==> src/rtl/fifo_pkg.sv <==
// Shared FIFO constants and drain-side types.
// Imported by piso_shift16 and fifo_serial_drain.
package fifo_pkg;
  localparam int FIFO_WIDTH = 16;
  localparam int FIFO_DEPTH = 8;

  typedef logic [FIFO_WIDTH-1:0] word_t;

  typedef enum logic [1:0] {
    ST_IDLE,
    ST_SHIFT,
    ST_PARITY
  } drain_state_t;
endpackage

==> src/rtl/piso_shift16.sv <==
// Parallel-load, MSB-first shift register with a down-counting bit index.
// Load wins over shift; cnt_zero flags the final data bit.
module piso_shift16
  import fifo_pkg::*;
#(
  parameter int WIDTH = FIFO_WIDTH
) (
  input  logic             clk,
  input  logic             rst,
  input  logic             load,
  input  logic             shift,
  input  logic [WIDTH-1:0] din,
  output logic             dout,
  output logic             cnt_zero
);
  localparam int CW = $clog2(WIDTH);

  logic [WIDTH-1:0] shreg;
  logic [CW-1:0]    bit_cnt;

  always_ff @(posedge clk) begin
    if (rst) begin
      shreg   <= '0;
      bit_cnt <= '0;
    end else if (load) begin
      shreg   <= din;
      bit_cnt <= CW'(WIDTH - 1);
    end else if (shift) begin
      shreg   <= {shreg[WIDTH-2:0], 1'b0};
      bit_cnt <= bit_cnt - 1'b1;
    end
  end

  assign dout     = shreg[WIDTH-1];
  assign cnt_zero = (bit_cnt == '0);
endmodule

==> src/rtl/fifo_serial_drain.sv <==
// Pops FWFT FIFO words and serialises them MSB-first over valid/ready.
// Optional even-parity trailer bit: define FIFO_DRAIN_PARITY_EN.
module fifo_serial_drain
  import fifo_pkg::*;
#(
  parameter int WIDTH = FIFO_WIDTH,
  parameter int CNT_W = 16
) (
  input  logic             clk,
  input  logic             rst,
  input  logic             fifo_empty,
  input  logic [WIDTH-1:0] fifo_read_data,
  output logic             fifo_read_en,
  output logic             ser_data,
  output logic             ser_valid,
  input  logic             ser_ready,
  output logic             ser_last,
  output logic             busy,
  output logic [CNT_W-1:0] word_count
);
  drain_state_t state;

  logic hs;
  logic last_hs;
  logic frame_done;
  logic shift;
  logic dout;
  logic cnt_zero;

  assign ser_valid = (state != ST_IDLE);
  assign busy      = (state != ST_IDLE);
  assign hs        = ser_valid && ser_ready;
  assign last_hs   = (state == ST_SHIFT) && hs && cnt_zero;
  assign shift     = (state == ST_SHIFT) && hs && !cnt_zero;

`ifdef FIFO_DRAIN_PARITY_EN
  logic parity;

  assign frame_done = (state == ST_PARITY) && hs;
  assign ser_last   = (state == ST_PARITY);
  assign ser_data   = (state == ST_PARITY) ? parity
                    : (ser_valid && dout);

  always_ff @(posedge clk) begin
    if (rst) begin
      parity <= 1'b0;
    end else if (fifo_read_en) begin
      parity <= ^fifo_read_data;
    end
  end
`else
  assign frame_done = last_hs;
  assign ser_last   = (state == ST_SHIFT) && cnt_zero;
  assign ser_data   = ser_valid && dout;
`endif

  // Reload on the completing handshake so words run back-to-back.
  assign fifo_read_en = !fifo_empty &&
                        ((state == ST_IDLE) || frame_done);

  piso_shift16 #(
    .WIDTH (WIDTH)
  ) u_piso (
    .clk      (clk),
    .rst      (rst),
    .load     (fifo_read_en),
    .shift    (shift),
    .din      (fifo_read_data),
    .dout     (dout),
    .cnt_zero (cnt_zero)
  );

  always_ff @(posedge clk) begin
    if (rst) begin
      state      <= ST_IDLE;
      word_count <= '0;
    end else begin
      if (frame_done) begin
        word_count <= word_count + 1'b1;
      end
      unique case (state)
        ST_IDLE: begin
          if (!fifo_empty) state <= ST_SHIFT;
        end
        ST_SHIFT: begin
`ifdef FIFO_DRAIN_PARITY_EN
          if (last_hs) state <= ST_PARITY;
`else
          if (frame_done)
            state <= fifo_empty ? ST_IDLE : ST_SHIFT;
`endif
        end
        ST_PARITY: begin
`ifdef FIFO_DRAIN_PARITY_EN
          if (frame_done)
            state <= fifo_empty ? ST_IDLE : ST_SHIFT;
`else
          state <= ST_IDLE;
`endif
        end
        default: state <= ST_IDLE;
      endcase
    end
  end
endmodule

==> config.mk <==
export PLATFORM = sky130hd
export DESIGN_NAME = fifo_serial_drain
export DESIGN_NICKNAME = d
export VERILOG_FILES = /design/src/rtl/fifo_pkg.sv /design/src/rtl/piso_shift16.sv /design/src/rtl/fifo_serial_drain.sv
export SDC_FILE = /design/constraint.sdc
export NUM_CORES = 1
export LEC_CHECK = 0
export ABC_AREA = 1
export CORE_MARGIN = 2
export CORE_UTILIZATION = 50
export CTS_CLUSTER_DIAMETER = 40
export CTS_CLUSTER_SIZE = 25
export DETAILED_ROUTE_END_ITERATION = 8
export PLACE_DENSITY = 0.79
export SLEW_MARGIN = 20
export SYNTH_ARGS = -nofsm -noshare
export SYNTH_HDL_FRONTEND = slang
export SYNTH_SLANG_ARGS = --single-unit
==> constraint.sdc <==
create_clock -name clk -period 1.7 [get_ports clk]
set_input_delay 0.34 -clock clk [delete_from_list [all_inputs] [get_ports clk]]
set_output_delay 0.34 -clock clk [all_outputs]
set_load 0.03 [all_outputs]
-- Word-level counts from Yosys, hierarchy flattened
Cells that the tools add are included.
- register bits: 38
- output and inout bits: 21
- logic and storage cells: 32
- add/subtract/negate cells: 2
- equality and inequality tests: 3
- muxes and demuxes: 8
- reductions and logical operators: 15
- operator list (kind ; count):
    two-way mux 16 bit ; 2
    adder 16 x 1 -> 16 bit (second input constant) ; 1
    two-way mux 4 bit ; 2
    logical AND 1 bit ; 7
    logical NOT 4 bit ; 1
    two-way mux 2 bit ; 2
    != test 2 bit (second input constant) ; 2
    case mux 2 bit (2 select lines) ; 1
    nonzero test 2 bit ; 2
    subtractor 4 x 1 -> 4 bit (second input constant) ; 1
    == test 2 x 1 -> 1 bit (second input constant) ; 1
    logical NOT 1 bit ; 2
    logical NOT 2 bit ; 1
    AND reduction 2 bit ; 1
    logical OR 1 bit ; 1
    two-way mux 1 bit ; 1

-- Depth between registers and ports, before layout
- word-level depth: 7
- mapped depth: 10

-- Hierarchy
A second synthesis with hierarchy kept.
- cell total of the unflattened synthesis: 277
- area total of the unflattened synthesis: 1923.1 µm²
- by module, submodules not included (module ; times used ; cells an instance ; area an instance (µm²)):
    piso_shift16 ; 1 ; 141 ; 1004.7
    fifo_serial_drain ; 1 ; 136 ; 918.4

-- Worst setup path before layout
OpenSTA, ideal clock, no wires.
- path type: register -> output
- from: register state[0]
- to: output fifo_read_en
- data arrival time: 1.340 ns
- setup slack: 0.020 ns
- cell stages (with the launch flop): 8
- path buffers: 1
- cell sequence: dfxtp_1 nand2_2 clkinv_2 nand3_4 nand2_2 nand2_4 inv_4 buf_12
- cells in the longest elaborated chain, start to end: 6
- RTL lines (item ; RTL line ; RTL):
    from (decl) ; fifo_serial_drain.sv:21 ; drain_state_t state;
    from (signal assigned) ; fifo_serial_drain.sv:90 ; state <= fifo_empty ? ST_IDLE : ST_SHIFT;
    nonzero test 2 bit ; fifo_serial_drain.sv:30 ; assign ser_valid = (state != ST_IDLE);
    logical AND 1 bit ; fifo_serial_drain.sv:32 ; assign hs = ser_valid && ser_ready;
    logical AND 1 bit (2 in a row) ; fifo_serial_drain.sv:33 ; assign last_hs = (state == ST_SHIFT) && hs && cnt_zero;
    logical OR 1 bit * ; fifo_serial_drain.sv:59 ; ((state == ST_IDLE) || frame_done);
    logical AND 1 bit * ; fifo_serial_drain.sv:58 ; assign fifo_read_en = !fifo_empty &&
    to (decl) ; fifo_serial_drain.sv:13 ; output logic fifo_read_en,
Mark *: on every way between the ends. The rest lies on a longest branch, timed or not.

-- Worst setup path after layout
- from: register u_piso.bit_cnt[1]
- to: output fifo_read_en
- cells in the longest elaborated chain, start to end: 4
- RTL lines (item ; RTL line ; RTL):
    from (decl) ; piso_shift16.sv:19 ; logic [CW-1:0] bit_cnt;
    from (signal assigned) ; piso_shift16.sv:27 ; bit_cnt <= CW'(WIDTH - 1);
    from (signal assigned) ; piso_shift16.sv:30 ; bit_cnt <= bit_cnt - 1'b1;
    logical NOT 4 bit ; piso_shift16.sv:35 ; assign cnt_zero = (bit_cnt == '0);
    logical AND 1 bit ; fifo_serial_drain.sv:33 ;
    logical OR 1 bit ; fifo_serial_drain.sv:59 ;
    logical AND 1 bit ; fifo_serial_drain.sv:58 ;
No other way between the ends.

==> results.txt <==
----------------------------------------------------
[Status]
  Outcome ... finished clean

[Drt]
  Count of unresolved DRC violations after routing ... 0
  Vias per Instance ... 5.01
  Total via count after detailed routing ... 1,878
  Count of routing violations after the opening detailed-route iteration ... 101
  DR pass1 iterations ... 4
  Number of routed nets with antenna violations ... 0
  Total wirelength of the detailed-routed design ... 4250 um
  Wire length per cell ... 11.3 um

[CTS]
  Number of levels the H-tree was split into ... 2
  CTS tree ... yes
  Clock root buffer master ... sky130_fd_sc_hd__clkbuf_8
  Number of hold buffers added after CTS ... 0
  Clock latency of the later-clocked register in the worst-skew pair ... 0.29 ns
  CTS sink cnt ... 37
  Clock buffer count from CTS ... 5
  Maximum number of buffers from clock root to sink ... 2
  Clock slew seen by the registers of the worst setup and hold paths ... 0.07 ns

[Flow run]
  Max_cap viols ... 0

[STA]
  Upper clock frequency limit ... 607 MHz
  RSZ-0062 raised after global routing ... yes
  Largest clock skew in the final design ... 0.00488 ns
  Final setup slack of the worst path ... 0.0514 ns
  Clock period minus final worst setup slack ... 1.65 ns
  Setup-violating endpoint count in the final report ... 0
  Final-report max-slew violation count ... 0
  Relative slew slack ... 0.768
  Least-Margin Pin Slew ... 0.346 ns
  Number of endpoints with negative hold slack in the final report ... 0
  Final-layout worst hold slack ... 0.499 ns
  Portion of the clock cycle consumed by the worst path in the final layout ... 0.970

[Setup path]
  Most used cell along the critical path ... sky130_fd_sc_hd__nand2_4
  Maximum fanout count along the critical path ... 4
  Data arrival time of the worst path ... 1.31 ns
  WS Path Type ... reg2out
  Critical path buffer and inverter count ... 3
  Critical path startpoint category ... flop
  Kind of end point of the critical path ... primary output
  Max stage delay cell, worst path ... sky130_fd_sc_hd__dfxtp_1
  Family of cells with the greatest summed delay on the critical path ... flip-flops
  Delay of the slowest cell on the worst path ... 0.33 ns
  Worst reg-to-reg setup slack ... 0.18 ns
  Cell-by-cell trace of the critical path ... inv_1, ha_4, nand3_4, nand2_4, nand2_4, inv_4, buf_6
  Worst EP required ... 1.36 ns

[Synthesis]
  Post-synthesis instance total ... 272
  Most frequent cell after synthesis ... sky130_fd_sc_hd__nand2_1
  Async set-reset flop share out of synthesis ... 0
  Synthesized Nets ... 294
  Unique cell type count in the Yosys netlist ... 33
  Proportion of synthesized chip area in sequential cells ... 0.388
  Top cells by area in the synthesized netlist ... sky130_fd_sc_hd__dfxtp_1, sky130_fd_sc_hd__nand2_1, sky130_fd_sc_hd__nor2_1, sky130_fd_sc_hd__inv_1, sky130_fd_sc_hd__o21ai_0
  Post-synth EDFFs ... 0
  Mean instance size in the synthesized netlist ... 7.01 um2
  Most common flop cell mapped by yosys ... sky130_fd_sc_hd__dfxtp_1
  Fraction of synthesized cell area taken by the top area cell type ... 0.388
  Post-synthesis instance area ... 1910 um2
  Cell taking the most area after synthesis ... sky130_fd_sc_hd__dfxtp_1
  Flip-flop and latch count after synthesis ... 37
  Most frequent cells after synthesis ... sky130_fd_sc_hd__nand2_1, sky130_fd_sc_hd__nor2_1, sky130_fd_sc_hd__dfxtp_1
  Synth Warn # ... 0

[Die]
  Floorplan die area ... 4320 um2
  Placement Rows ... 22
  Chip height ... 65.8 um
  Area inside the core boundary ... 3660 um2
  I/O pins ... 41
  Initial cell density of the core ... 0.521
  Die Wd ... 65.8 um

[Power]
  Standby leakage power ... 1.17 nW
  PwrDens ... 787 nW/um2
  Worst voltage drop across the vdd grid ... 0.000519 V

[GRT]
  Via count of the first global-routing pass ... 1,708
  GRT Residual Overflow ... 0
  Number of antenna violations at the first check in global routing ... 0
  Pin count of the biggest net entering global routing ... 20
  First-pass GRT wire length ... 7270 um
  GR Util All Layers ... 0.224

[Layout]
  Fin cells ... 375
  Proportion of layout cells with a drive suffix above 1 ... 0.153
  Layout Area Growth over Synthesis ... 34.3%
  Diode count ... 0
  Count of nets after finishing ... 349
  Multi-input combinational cell area ... 975 um2
  Utilization after layout ... 0.699
  Total area of sequential cells ... 744 um2
  Final-layout fill cell count ... 324

[Placed design]
  Dpl ws ... -0.123 ns
  Gp weighted congestion ... 0.823
  Placed cell count ... 365
  Estimated wirelength of the detail-placed design ... 3040 um
  Port-buffer cells ... 40

[Min path]
  Class of the tightest hold or removal check ... reg2reg

----------------------------------------------------
## routing by layer
| layer | up-vias | part of all wire | track usage |
|---|---|---|---|
| met5 | - | 0 | 0 |
| met4 | 0 | 0.018 | 0.138 |
| met3 | 6 | 0.044 | 0.0565 |
| met2 | 49 | 0.50 | 0.376 |
| met1 | 849 | 0.44 | 0.252 |
| li1 | 974 | - | - |
## through the flow
step                cell area, um2  power [mW]  TNS, ns
finish                        2560        2.02        0
global route                  2560        2.12  -0.0237
CTS                           2540        2.03        0
detailed placement            2400        1.28    -1.17
global placement              2400        1.27   -0.596
floorplan                     1910        1.17        0
## registers in the layout, indices dropped and copies added, names as in the netlist
signal and flops:
u_piso.shreg 16, word_count 16, state 1, u_piso.bit_cnt 4
## logic make-up after synthesis
| family | count (synthesis) | synth area share |
|---|---|---|
| and+or+nand+nor | 145 | 0.360 |
| AOI/OAI and AO/OA | 44 | 0.124 |
| buffers and inverters | 43 | 0.110 |
| DFF | 37 | 0.388 |
| adders and majority gates | 2 | 0.0131 |
| xor gates and xnor gates | 1 | 0.00459 |
## report_power, final
group / leakage, nW / switching (mW) / total (mW) / internal (mW)
combinational: 0.809 / 0.183 / 0.339 / 0.155
clock: 0.0540 / 0.310 / 0.736 / 0.426
sequential: 0.304 / 0.0283 / 0.940 / 0.912
## final timing paths
check | end | startpoint | cells after the start
setup / recovery | fifo_read_en | u_piso.bit_cnt[1] | 7
hold / removal | u_piso.shreg[14] | u_piso.shreg[14] | 2
setup reg to reg | word_count[7] | u_piso.bit_cnt[1] | 9
hold reg to reg | u_piso.shreg[14] | u_piso.shreg[14] | 2
## cells in the final DEF, fill, tap and decap left out, types with 8 or more instances in the layout
cell type,instances
sky130_fd_sc_hd__a21oi_1,13
sky130_fd_sc_hd__buf_4,16
sky130_fd_sc_hd__clkdlybuf4s50_1,20
sky130_fd_sc_hd__dfxtp_1,36
sky130_fd_sc_hd__dlygate4sd2_1,13
sky130_fd_sc_hd__inv_1,30
sky130_fd_sc_hd__nand2_1,57
sky130_fd_sc_hd__nand3_1,9
sky130_fd_sc_hd__nor2_1,47
sky130_fd_sc_hd__nor3_1,8
sky130_fd_sc_hd__o21ai_0,22
## worst min-delay path, stage by stage, from the launching register on
cell	delay [ns]
sky130_fd_sc_hd__dfxtp_1	0.32
sky130_fd_sc_hd__nand3_1	0.07
sky130_fd_sc_hd__a21oi_1	0.06
## area by class of cell
cell class / instances / area share
tap: 48 / 0.0235
sequential: 37 / 0.291
multi-input combinational: 192 / 0.381
clock inverter: 2 / 0.0137
clock buffer: 5 / 0.0269
inverter: 34 / 0.0538
timing repair buffer: 57 / 0.211
## timing repair
action	CTS	global route
hold endpoints to repair	0	0
setup endpoints to repair	16	6
gates cloned	0	0
setup buffers	3	0
pin swaps	2	2
resized for setup	20	7
No activity file was read; power rests on OpenSTA's default activity.
